$ cat config.mk
export PLATFORM = sky130hd
export DESIGN_NAME = bus_transfer_sequencer
export DESIGN_NICKNAME = d
export VERILOG_FILES = /design/src/rtl/bus_transfer_sequencer.sv
export SDC_FILE = /design/constraint.sdc
export NUM_CORES = 1
export LEC_CHECK = 0
export CORE_ASPECT_RATIO = 0.75
export CORE_MARGIN = 1
export CORE_UTILIZATION = 34
export DETAILED_ROUTE_END_ITERATION = 10
export GPL_TIMING_DRIVEN = 1
export SETUP_SLACK_MARGIN = 0.3
export SYNTH_ARGS = -nofsm -noshare
export SYNTH_HDL_FRONTEND = slang
export SYNTH_SLANG_ARGS = --single-unit
$ cat constraint.sdc
create_clock -name clock -period 2.6 [get_ports clock]
set_clock_uncertainty 0.1 [all_clocks]
set_input_delay 0.52 -clock clock [delete_from_list [all_inputs] [get_ports clock]]
set_output_delay 0.52 -clock clock [all_outputs]
set_load 0.01 [all_outputs]
$ cat src/rtl/bus_transfer_sequencer.sv
// bus_transfer_sequencer: queues {src, dst} register-transfer requests and
// sequences each as a DRIVE cycle followed by a LOAD cycle on the shared bus,
// emitting one-hot drive (source) and load (destination) enables.
module bus_transfer_sequencer #(
    parameter int DEPTH = 4
) (
    input  logic        clock,
    input  logic        clear,
    input  logic        req_valid,
    output logic        req_ready,
    input  logic [4:0]  req_src,
    input  logic [4:0]  req_dst,
    output logic [23:0] drive_en,
    output logic [31:0] load_en,
    output logic        xfer_done,
    output logic        xfer_err,
    output logic        busy
);

    localparam int PW = $clog2(DEPTH);
    localparam int CW = PW + 1;
    localparam logic [CW-1:0] DEPTH_C = CW'(DEPTH);

    typedef enum logic [1:0] {
        IDLE  = 2'd0,
        DRIVE = 2'd1,
        LOAD  = 2'd2
    } state_t;

    state_t        state_q, state_d;
    logic [9:0]    mem_q [DEPTH];
    logic [9:0]    mem_d [DEPTH];
    logic [PW-1:0] wr_ptr_q, wr_ptr_d;
    logic [PW-1:0] rd_ptr_q, rd_ptr_d;
    logic [CW-1:0] count_q, count_d;
    logic [4:0]    cur_src_q, cur_src_d;
    logic [4:0]    cur_dst_q, cur_dst_d;
    logic [23:0]   drive_en_q, drive_en_d;
    logic [31:0]   load_en_q, load_en_d;
    logic          xfer_done_q, xfer_done_d;
    logic          xfer_err_q, xfer_err_d;

    logic          push;
    logic          pop;
    logic [4:0]    head_src;
    logic [4:0]    head_dst;
    logic          head_ok;

    // Source must exist on the bus encoder, destination must be a loadable register.
    function automatic logic req_is_valid(input logic [4:0] src, input logic [4:0] dst);
        logic dst_ok;
        dst_ok = (dst <= 5'd17) || (dst == 5'd20) || (dst == 5'd21) ||
                 ((dst >= 5'd24) && (dst <= 5'd27));
        return (src <= 5'd23) && dst_ok;
    endfunction

    assign req_ready = (count_q < DEPTH_C);
    assign push      = req_valid && req_ready;
    assign busy      = (state_q != IDLE) || (count_q != '0);
    assign head_src  = mem_q[rd_ptr_q][9:5];
    assign head_dst  = mem_q[rd_ptr_q][4:0];
    assign head_ok   = req_is_valid(head_src, head_dst);

    assign drive_en  = drive_en_q;
    assign load_en   = load_en_q;
    assign xfer_done = xfer_done_q;
    assign xfer_err  = xfer_err_q;

    // Sequencer next state and next registered outputs; IDLE and LOAD share the pop path.
    always_comb begin
        state_d     = state_q;
        cur_src_d   = cur_src_q;
        cur_dst_d   = cur_dst_q;
        drive_en_d  = '0;
        load_en_d   = '0;
        xfer_done_d = 1'b0;
        xfer_err_d  = 1'b0;
        pop         = 1'b0;
        case (state_q)
            IDLE, LOAD: begin
                state_d = IDLE;
                if (count_q != '0) begin
                    pop = 1'b1;
                    if (head_ok) begin
                        state_d    = DRIVE;
                        cur_src_d  = head_src;
                        cur_dst_d  = head_dst;
                        drive_en_d = 24'd1 << head_src;
                    end else begin
                        xfer_err_d = 1'b1;
                    end
                end
            end
            DRIVE: begin
                state_d     = LOAD;
                drive_en_d  = 24'd1 << cur_src_q;
                load_en_d   = 32'd1 << cur_dst_q;
                xfer_done_d = 1'b1;
            end
            default: state_d = IDLE;
        endcase
    end

    // FIFO storage, pointer and occupancy updates.
    always_comb begin
        mem_d    = mem_q;
        wr_ptr_d = wr_ptr_q;
        rd_ptr_d = rd_ptr_q;
        count_d  = count_q;
        if (push) begin
            mem_d[wr_ptr_q] = {req_src, req_dst};
            wr_ptr_d        = wr_ptr_q + PW'(1);
        end
        if (pop) begin
            rd_ptr_d = rd_ptr_q + PW'(1);
        end
        case ({push, pop})
            2'b10:   count_d = count_q + CW'(1);
            2'b01:   count_d = count_q - CW'(1);
            default: count_d = count_q;
        endcase
    end

    // Control and output registers with synchronous clear.
    always_ff @(posedge clock) begin
        if (clear) begin
            state_q     <= IDLE;
            wr_ptr_q    <= '0;
            rd_ptr_q    <= '0;
            count_q     <= '0;
            cur_src_q   <= '0;
            cur_dst_q   <= '0;
            drive_en_q  <= '0;
            load_en_q   <= '0;
            xfer_done_q <= 1'b0;
            xfer_err_q  <= 1'b0;
        end else begin
            state_q     <= state_d;
            wr_ptr_q    <= wr_ptr_d;
            rd_ptr_q    <= rd_ptr_d;
            count_q     <= count_d;
            cur_src_q   <= cur_src_d;
            cur_dst_q   <= cur_dst_d;
            drive_en_q  <= drive_en_d;
            load_en_q   <= load_en_d;
            xfer_done_q <= xfer_done_d;
            xfer_err_q  <= xfer_err_d;
        end
    end

    // FIFO payload storage; entries are qualified by count, so no clear needed.
    always_ff @(posedge clock) begin
        mem_q <= mem_d;
    end

endmodule

Word-level counts from Yosys, hierarchy flattened

Cells that the tools add are included.

Add/sub/neg operators: 4
Multipliers: 0
Div/mod/pow operators: 0
Magnitude comparators: 8
Equal/unequal tests: 6
Shifts and indexed selects: 3
Multiplexer cells: 17
Bitwise logic cells: 5
Reductions and logical operators: 16

Operator list:

| cell                                                                | number |
|---|---|
| 24-bit 2-to-1 mux                                                   | 2 |
| 24-bit case mux with 2 select lines                                 | 1 |
| 1-bit by 5-bit left shift with 24-bit output (first input constant) | 2 |
| 40-bit bitwise mux                                                  | 1 |
| 1-bit by 5-bit left shift with 32-bit output (first input constant) | 1 |
| 10-bit 2-to-1 mux                                                   | 3 |
| 10-bit binary-select mux with 2-bit select                          | 1 |
| 10-bit demux with 2-bit select                                      | 1 |
| 5-bit less-or-equal comparator (second input constant)              | 3 |
| 5-bit == test (second input constant)                               | 2 |
| 3-bit >= comparator (second input constant)                         | 2 |
| 1-bit 2-to-1 mux                                                    | 6 |
| 2-bit NOT with 3-bit output                                         | 2 |
| 3-bit case mux with 2 select lines                                  | 1 |
| 5-bit >= comparator (second input constant)                         | 1 |
| 2-bit by 1-bit adder with 2-bit output (second input constant)      | 2 |
| 2-bit by 1-bit == test with 1-bit output (second input constant)    | 2 |
| 2-bit == test (second input constant)                               | 2 |
| 1-bit logical AND                                                   | 4 |
| 1-bit logical OR                                                    | 4 |
| 2-bit case mux with 2 select lines                                  | 1 |
| 2-bit nonzero test                                                  | 2 |
| 2-bit OR reduction                                                  | 2 |
| 3-bit by 1-bit adder with 3-bit output (second input constant)      | 1 |
| other kinds (8)                                                     | 10 |

Bits in registers: 117
Latch bits: 0
RAM bits: 0
Bits in read-only memories: 0
Input port bits: 13
Output and inout bits: 60
Word-level logic and storage cells: 73
Memories kept: 0

Logic depth before layout (Yosys ltp)

Word-level depth: 12
Depth in mapped cells: 10

Worst setup path before layout

OpenSTA, ideal clock, no wires.

Kind: register to register
Start point: reg count_q[2]
End point: reg count_q[2]
Setup time: 71 ps
Data arrival time: 2,081 ps
Data required time: 2,429 ps
Path slack: 349 ps
Cell stages (with the launch flop): 11
Path buffers: 1
Cells stage by stage: dfxtp_1 nor3_1 or2_2 clkbuf_1 inv_2 ha_1 inv_1 fa_1 xor2_1 or3_1 a21oi_1

Word-level cells in the longest chain between the ends: 5

RTL lines:

| what                                                                             | RTL line | text |
|---|---|---|
| start: declaration                                                               | 35       | `logic [CW-1:0] count_q, count_d;` |
| start signal: assignment                                                         | 141      | `count_q <= count_d;` |
| 3-bit nonzero test (*)                                                           | 82       | `if (count_q != '0) begin` |
| 1-bit 2-to-1 mux (*)                                                             | 82       |  |
| 1-bit 2-to-1 mux (*)                                                             | 79       | `case (state_q)` |
| net pop                                                                          | 44       | `logic pop;` |
| 2-bit by 1-bit == test with 1-bit output / 2-bit == test (equally long branches) | 117      | `case ({push, pop})` |
| 3-bit case mux with 2 select lines / 2-bit nonzero test (equally long branches)  | -        |  |

The timed path passes the listed nets; every way through them passes the cells marked *.
A chain may end at the register's enable or synchronous reset.

Worst setup path after layout

Start point: reg count_q[0]
End point: out busy

Word-level cells in the longest chain between the ends: 2

RTL lines:

| what               | RTL line | text |
|---|---|---|
| 3-bit nonzero test | 59       | `assign busy = (state_q != IDLE) \|\| (count_q != '0);` |
| 1-bit logical OR   | 59       |  |
| end: declaration   | 17       | `output logic busy` |

No other way between the ends.

==> qor.yml <==
layout:
  area_growth_syn_to_layout_pct: 39.0
  stdcell_count: 613
  drive_gt1_share_pct: 15.1
  nets: 457
  antenna_cells: 0
  fillers: 1050
  area.sequential_um2: 2740
  multi_input_area_um2: 1370
die:
  row_count: 34
  start_util_pct: 35.5
  core_area_um2: 11800
  die-height_um: 98.1
  ioPinCount: 73
  die_w_um: 130
  dieArea_um2: 12800
routing:
  dr.pass1.iters: 6
  drc: 0
  drt_wl_total_um: 8700
  ant_nets: 0
  num_vias: 2894
  wl_per_cell_um: 14.2
  viasPerCell: 4.72
  first_iter_violations: 85
clock_network:
  cts_buffer_depth: 2
  clk_pin_slew_ps: 50
  htree_levels: 4
  clkLatencyLatePin_ps: 410
  clock-sinks: 117
  cts_tree: "built"
  cts_buffers: 17
  cts_root_buf: "clkbuf_16"
  cts_hold_buf: 0
grt:
  grt_antenna_before_repair: 0
  grt_use_total_pct: 14.7
  grt.overflow.total: 0
  first_global_vias: 2778
  grt_max_degree: 23
  grt_pass1_wl_um: 13800
logic_synthesis:
  ys_seq_area_share_pct: 65.5
  syn_inst: 344
  ys_ff_latch: 117
  synthTopCellsByCount: "dfxtp_1 (77), nor2_1 (53), edfxtp_1 (40), nand2_1 (20), o22ai_1 (15)"
  syn_area_um2: 4190
  synth_largest_area_cell: "dfxtp_1"
  avgSynthCellArea_um2: 12.2
  yosys_most_used_dff: "dfxtp_1"
  yosysUniqueCellTypes: 43
  yosysWarnings: 0
  synth_fp_nets: 363
  synthTopCellsByArea: "dfxtp_1 (37%), edfxtp_1 (29%), mux4_2 (4.8%)"
  netlist.area_leader.share_pct: 36.8
  synth_edf_count: 40
  async_reset_ff_share_pct: 0
  synth_most_common_cell: "dfxtp_1"
sta:
  slew_viol_final: 0
  slew_headroom_pct: 67.6
  fin_tns_setup_ps: 0
  finalHoldViolCount: 0
  fin_crit_ps: 2200
  rsz0062_at_grt: "true"
  period_share_pct: 84.5
  worst_pin_slew_ps: 485
  fmax_ghz: 0.455
  setup_viol: 0
worst_hold_path:
  hold_path.class: "flip-flop to flip-flop"
critical_path:
  arrival_ps: 1580
  slowest_stage: "clkdlybuf4s50_1"
  slowest_delay_ps: 480
  path_class: "flip-flop to output port"
  crit_path_start_kind: "flip-flop"
  cp_data_required_time_ps: 1980
  cp_max_fo: 3
  crit_chain: "nor3_2 -> nand2_1 -> clkdlybuf4s50_1"
  path_buf_inv: 1
  crit_family: "buffers and inverters"
  endpoint_kind: "output port"
place:
  io_buffers: 72
  dp_hpwl_um: 6050
  dp_cells: 575
  gp_congestion: 0.844
flow_run:
  cap_violations: 0
status:
  status: "finished clean"
power_and_ir_drop:
  leakage_nw: 2.06
  ir_drop_uv: 549
  finalPower_mw: 6.36
  power.density_nw_per_um2: 1090
==> registers in the layout, summed over array words and instances (netlist names) <==
| register | count |
|---|---|
| state_q | 2 |
| xfer_err | 1 |
| cur_src_q | 5 |
| drive_en | 24 |
| count_q | 3 |
| rd_ptr_q | 2 |
| wr_ptr_q | 2 |
| mem_q | 40 |
| xfer_done | 1 |
| cur_dst_q | 5 |
| load_en | 32 |
==> report_power, final <==
part	switching, mW	internal [mW]	total, mW
clock network	0.771	1.54	2.31
logic	0.910	0.783	1.69
registers	0.235	2.11	2.35
total	1.92	4.44	6.36
==> per-stage QoR <==
step	setup WS (ps)	hold slack [ps]	utilization, %	area (um^2)
floorplan	349	382	-	4190
global placement	196	404	43.5	5130
detailed placement	125	421	43.5	5130
CTS	281	418	48.9	5760
global route	296	431	49.4	5820
finish	402	412	49.4	5820
==> path summary, 6_finish.rpt <==
path                    from          to  slack, ps  depth (start not counted)
setup / recovery  count_q[0]        busy        400                          3
hold / removal    count_q[2]  count_q[2]        410                          2
setup reg to reg  count_q[0]  count_q[2]        430                          9
hold reg to reg   count_q[2]  count_q[2]        410                          2
==> worst reg2reg max path: cells and delay by family, from the launching register on <==
| kind | cells | cell delay (ps) |
|---|---|---|
| flip-flops | 1 | 370 |
| AO/OA/AOI/OAI | 1 | 140 |
| AND/OR/NAND/NOR | 3 | 650 |
| adder cells (fa/ha/maj) | 2 | 530 |
| buffers and inverters | 2 | 140 |
| XOR/XNOR | 1 | 150 |
==> cells in the final DEF, fill, tap and decap left out, types with 2 or more instances in the layout <==
cell type / netlist / final
a211oi_1: 3 / 3
a21oi_1: 12 / 12
and2_1: 6 / 6
buf_4: 0 / 16
bufinv_16: 0 / 2
clkbuf_1: 7 / 4
clkbuf_16: 0 / 19
clkdlybuf4s50_1: 0 / 72
clkinv_2: 0 / 4
dfxtp_1: 77 / 76
edfxtp_1: 40 / 40
ha_1: 5 / 5
inv_1: 7 / 7
inv_2: 3 / 2
inv_4: 0 / 3
mux2i_1: 8 / 8
mux4_2: 9 / 10
nand2_1: 20 / 20
nand2b_1: 9 / 9
nand3_1: 9 / 8
nand3b_1: 5 / 5
nand4_1: 5 / 5
nor2_1: 53 / 53
nor2b_1: 5 / 5
nor3_1: 12 / 11
o22ai_1: 15 / 15
or3_1: 3 / 3
xnor2_1: 2 / 2
xor2_1: 3 / 3
==> cell type report <==
cell class,count,area share (%)
clock buffer,24,8.66
clock inverter,8,1.59
inverter,10,0.688
multi-input combinational,202,23.5
sequential,117,47.1
tap,162,3.48
timing repair buffer,90,15.0
==> metal layers <==
layer  GRT usage, %  up-vias  share of wire, %
met2           21.3       78                45
met4           4.83        0              0.83
li1               -     1414                 -
met3           6.36        6               6.1
met1           19.5     1396                48
met5              0        -                 0
==> repair_timing <==
item	4_1_cts	5_1_grt
setup buffers	1	5
resized for setup	3	7
setup endpoints to repair	11	16
pin swaps	0	0
==> cell families after synthesis <==
logic type / count (synthesis) / share of synthesized area, %
adders and majority gates: 6 / 1.97
buffers and inverters: 25 / 2.60
xor gates and xnor gates: 5 / 1.05
muxes: 19 / 7.65
AOI/OAI and AO/OA: 36 / 5.47
and+or+nand+nor: 136 / 15.8
DFF: 117 / 65.5
Note: power is estimated with default switching activity, not from simulation.
